--- src/rtl/mul_sat_pipe.sv ---
// mul_sat_pipe: pipelined signed multiplier with handshake,
// scaling shift, optional round-half-up and saturation.
module mul_sat_pipe #(
   parameter int AW    = 24,
   parameter int BW    = 35,
   parameter int OW    = 24,
   parameter int SHIFT = 34,
   parameter int LAT   = 4
) (
   input  logic                    clk,
   input  logic                    rst,
   input  logic                    in_valid,
   output logic                    in_ready,
   input  logic signed [AW-1:0]    a,
   input  logic signed [BW-1:0]    b,
   input  logic [1:0]              mode,
   output logic                    out_valid,
   input  logic                    out_ready,
   output logic signed [AW+BW-1:0] p_full,
   output logic signed [OW-1:0]    p,
   output logic                    ovf
);

   localparam int FW = AW + BW;
   localparam int EW = FW + 1;
   localparam int HS = (SHIFT > 0) ? SHIFT - 1 : 0;
   localparam logic signed [EW-1:0] HALF =
      (SHIFT > 0) ? (EW'(1) << HS) : '0;
   localparam logic signed [EW-1:0] MAXV =
      {{(EW-OW+1){1'b0}}, {(OW-1){1'b1}}};
   localparam logic signed [EW-1:0] MINV = ~MAXV;

   logic stall;
   assign stall    = out_valid && !out_ready;
   assign in_ready = !stall;

   logic                 s1_v;
   logic signed [AW-1:0] s1_a;
   logic signed [BW-1:0] s1_b;
   logic [1:0]           s1_mode;

   // operand capture stage
   always_ff @(posedge clk or posedge rst) begin
      if (rst) begin
         s1_v    <= 1'b0;
         s1_a    <= '0;
         s1_b    <= '0;
         s1_mode <= '0;
      end else if (!stall) begin
         s1_v    <= in_valid;
         s1_a    <= a;
         s1_b    <= b;
         s1_mode <= mode;
      end
   end

   logic signed [FW-1:0] prod;
   assign prod = FW'(s1_a) * FW'(s1_b);

   logic signed [FW-1:0] src_full;
   logic [1:0]           src_mode;
   logic                 src_v;

   if (LAT == 2) begin : g_direct
      assign src_full = prod;
      assign src_mode = s1_mode;
      assign src_v    = s1_v;
   end else begin : g_mid
      localparam int D = LAT - 2;
      logic signed [FW-1:0] m_full [D];
      logic [1:0]           m_mode [D];
      logic                 m_v    [D];

      // product formation and carry stages; retimeable
      always_ff @(posedge clk or posedge rst) begin
         if (rst) begin
            for (int i = 0; i < D; i++) begin
               m_v[i]    <= 1'b0;
               m_full[i] <= '0;
               m_mode[i] <= '0;
            end
         end else if (!stall) begin
            m_v[0]    <= s1_v;
            m_full[0] <= prod;
            m_mode[0] <= s1_mode;
            for (int i = 1; i < D; i++) begin
               m_v[i]    <= m_v[i-1];
               m_full[i] <= m_full[i-1];
               m_mode[i] <= m_mode[i-1];
            end
         end
      end

      assign src_full = m_full[D-1];
      assign src_mode = m_mode[D-1];
      assign src_v    = m_v[D-1];
   end

   logic signed [EW-1:0] ext;
   logic signed [EW-1:0] sum;
   logic signed [EW-1:0] t;
   logic                 hi;
   logic                 lo;
   logic signed [OW-1:0] p_n;

   // scale, round, range check and clamp/wrap
   always_comb begin
      ext = EW'(src_full);
      sum = ext + (src_mode[0] ? HALF : '0);
      t   = sum >>> SHIFT;
      hi  = t > MAXV;
      lo  = t < MINV;
      p_n = t[OW-1:0];
      if (src_mode[1] && hi) p_n = MAXV[OW-1:0];
      else if (src_mode[1] && lo) p_n = MINV[OW-1:0];
   end

   // output register stage
   always_ff @(posedge clk or posedge rst) begin
      if (rst) begin
         out_valid <= 1'b0;
         p_full    <= '0;
         p         <= '0;
         ovf       <= 1'b0;
      end else if (!stall) begin
         out_valid <= src_v;
         p_full    <= src_full;
         p         <= p_n;
         ovf       <= hi | lo;
      end
   end

endmodule

--- config.mk ---
export PLATFORM = sky130hd
export DESIGN_NAME = mul_sat_pipe
export DESIGN_NICKNAME = d
export VERILOG_FILES = /design/src/rtl/mul_sat_pipe.sv
export SDC_FILE = /design/constraint.sdc
export NUM_CORES = 2
export LEC_CHECK = 0
export BUFFER_PORTS_ARGS = -buffer_cell sky130_fd_sc_hd__clkbuf_2
export CORE_UTILIZATION = 59
export CTS_CLUSTER_SIZE = 20
export DETAILED_ROUTE_END_ITERATION = 8
export PLACE_DENSITY = 0.8
export SLEW_MARGIN = 15
export SYNTH_ARGS = -nofsm -noshare
export SYNTH_HDL_FRONTEND = slang
export SYNTH_SLANG_ARGS = --single-unit
--- constraint.sdc ---
create_clock -name clk -period 8.1 [get_ports clk]
set_input_delay 1.215 -clock clk [delete_from_list [all_inputs] [get_ports clk]]
set_output_delay 1.215 -clock clk [all_outputs]
set_load 0.1 [all_outputs]
==> results.json <==
{
  "synth.ff_latch_count": 271,
  "syn_area_per_cell_sq_um": 9.12,
  "rr_worst_depth": 24,
  "groute.layer.met3.usage_pct": 4.12,
  "start_kind": "register",
  "max_slew_margin_pct": 22.7,
  "path_max_fanout": 21,
  "cp_cell_sequence": "buf_4 > nand2_1 > fa_1 > inv_1 > fa_1 > fa_1 > ha_1 > inv_1 > fa_1 > fa_1 > fa_1 > inv_1 > ha_1 > o21a_1 > nor2_1 > a31oi_1 > a211o_1 > a2bb2oi_1 > o21ai_1 > a31oi_1 > a22oi_1 > o31ai_1 > nor4b_1 > or3_1",
  "io_pins": 151,
  "dp_hpwl_microns": 80500,
  "synth_edf_count": 0,
  "yosysUniqueCellTypes": 61,
  "fin_nets": 5458,
  "seq_area_frac_synth_pct": 17.1,
  "grt_use_total_pct": 30.9,
  "hold_class": "reg2reg",
  "grt_max_degree": 127,
  "dieHeight_microns": 261,
  "finalCriticalPeriod_ns": 7.71,
  "fmax_ghz": 0.130,
  "gp_congestion": 0.949,
  "yosys_warnings": 0,
  "grt_pass1_wl_microns": 163000,
  "fillers": 5380,
  "worst_pin_slew_ns": 1.16,
  "setup_viol_count_final": 0,
  "holdBufCountCts": 0,
  "finClkSkew_ns": 0.0339,
  "yosysTopAreaCell": "fa_1",
  "drtPass1Iterations": 7,
  "gr-usage-met1_pct": 36.9,
  "busiest_layer": "met2",
  "ant_nets": 0,
  "synthMostInstantiatedCell": "nand2_1",
  "cts_setup_buffers": 0,
  "drc": 8,
  "synth_area_leaders": "fa_1 43%, dfrtp_1 17%, nand2_1 9.9%",
  "cts_tree": "yes",
  "cap_viol_max_count": 0,
  "clock_sinks": 271,
  "synth_top_area_share_pct": 42.9,
  "cp_common_cell": "fa_1",
  "worst_setup_path_end_kind": "register",
  "status": "finished with violations",
  "cp_slowest_stage_delay_ns": 0.86,
  "crit_slowest_cell": "dfrtp_1",
  "start_util_pct": 59.9,
  "arrival_ns": 8.17,
  "clk_pin_slew_ns": 0.06,
  "async_flop_share_pct": 100,
  "layout-drive-gt1-share_pct": 6.69,
  "wirelength_microns": 100000,
  "rsz0062_at_grt": "false",
  "setup_tns_ns": 0,
  "cts-htree-levels": 1,
  "synth-main-ff-cell": "dfrtp_1",
  "coreArea_sq_um": 66100,
  "final_hold_viol_count": 0,
  "clk_latency_ns": 0.61,
  "area_delta_synth_final_pct": 6.81,
  "critPathKind": "reg2reg",
  "viasPerCell": 5.51,
  "grt-ovfl-total": 0,
  "row_count": 94,
  "drv_slew": 0,
  "port_buffers": 150,
  "violations": "DRC",
  "grt_use_met2_pct": 53.0,
  "antenna_found_initial": 4,
  "wire_per_inst_microns": 19.0,
  "clk_path_buf_depth": 3,
  "die_w_microns": 261,
  "vias": 29100,
  "dr.first_iter.drc_count": 1883,
  "fin_crit_sh_pct": 95.2,
  "cp.required_ns": 8.56,
  "die_area_sq_um": 68100,
  "synthesis.area_sq_um": 39600,
  "cts_root_buf": "clkbuf_16",
  "cts_resized": 0,
  "synth_common_cells": "1040 x nand2_1, 873 x inv_1, 849 x fa_1, 407 x and2_1, 271 x dfrtp_1",
  "synth_nets": 5414,
  "min_path_cells": 2,
  "syn_inst": 4343,
  "numCtsBuffers": 30,
  "grt_pass1_vias": 31100
}
==> per-layer routing <==
metal,vias up,share of wire [%]
met3,377,6.8
met2,1152,51
met4,2,7.4
met1,14800,35
met5,-,0.011
li1,12700,-
==> sequential cells by signal, summed over array words and instances, names as in the netlist <==
| register | count |
|---|---|
| g_mid.m_full | 59 |
| g_mid.m_v | 1 |
| src_full | 59 |
| g_mid.m_mode | 2 |
| s1_b | 35 |
| s1_v | 1 |
| ovf | 1 |
| p | 24 |
| src_mode | 2 |
| src_v | 1 |
| s1_a | 24 |
| out_valid | 1 |
| p_full | 59 |
| s1_mode | 2 |
==> path summary, 6_finish.rpt <==
check,startpoint,slack (ns),endpoint
max,s1_a[3],0.39,g_mid.m_full[114]
min,src_v,0.46,src_v
max reg2reg,s1_a[3],0.39,g_mid.m_full[114]
min reg2reg,src_v,0.46,src_v
max in group asynchronous,rst,5.48,s1_b[14]
min in group asynchronous,rst,0.70,src_full[3]
==> layout by cell type (no fill, tap or decap), drive strengths merged, types with 4 or more instances in the layout <==
master    instances
ha              157
xor2             28
o31ai             6
inv             876
a21o             33
a31oi             8
and2            407
nor2b             4
o21a              4
or3               4
nor2            101
clkinvlp          4
o211ai            6
o22a             24
buf              86
and3             15
nand3            21
nand4             7
clkbuf          194
nand2          1040
dfrtp           271
o21ai            55
fa              849
o21bai            8
a21oi            74
clkinv            5
nor3             11
xnor2            52
nand2b           15
==> layout make-up <==
class                           instances  area [sq um]  area share [%]
Multi-Input combinational cell       2974         28700            67.9
Sequential cell                       271          6780            16.0
Inverter                              874          3290            7.78
Timing Repair Buffer                  236          1460            3.45
Tap cell                              864          1080            2.56
Clock buffer                           44           885            2.09
Clock inverter                         11          83.8           0.198
Antenna cell                            2          5.00          0.0118
==> cells by family after synthesis <==
group | share of synthesized area [%]
DFF | 17.1
muxes | 0.0506
adders and majority gates | 47.9
AOI/OAI and AO/OA | 4.10
buffers and inverters | 10.4
xor gates and xnor gates | 1.77
and+or+nand+nor | 18.6
==> stage by stage <==
step	utilization (%)	area (sq um)	setup WS [ns]	hold slack, ns	cells
3_5_place_dp	62.5	41300	0.458	0.447	5219
6_report	64.0	42300	0.391	0.459	5276
4_1_cts	64.0	42300	0.425	0.462	5274
5_1_grt	64.0	42300	0.00789	0.489	5274
3_3_place_gp	62.5	41300	0.497	0.444	5219
2_1_floorplan	-	39600	0.807	0.430	4343
==> critical path, delay by kind of cell (launching register included) <==
family | cells | cell delay (ns)
adder cells (fa/ha/maj) | 8 | 3.55
AO/OA/AOI/OAI | 8 | 2.11
flip-flops | 1 | 0.86
AND/OR/NAND/NOR | 4 | 0.60
buffers and inverters | 4 | 0.47
Power is not shown: default switching activity piles up to over one toggle a cycle in this logic, so the estimate is an artifact.
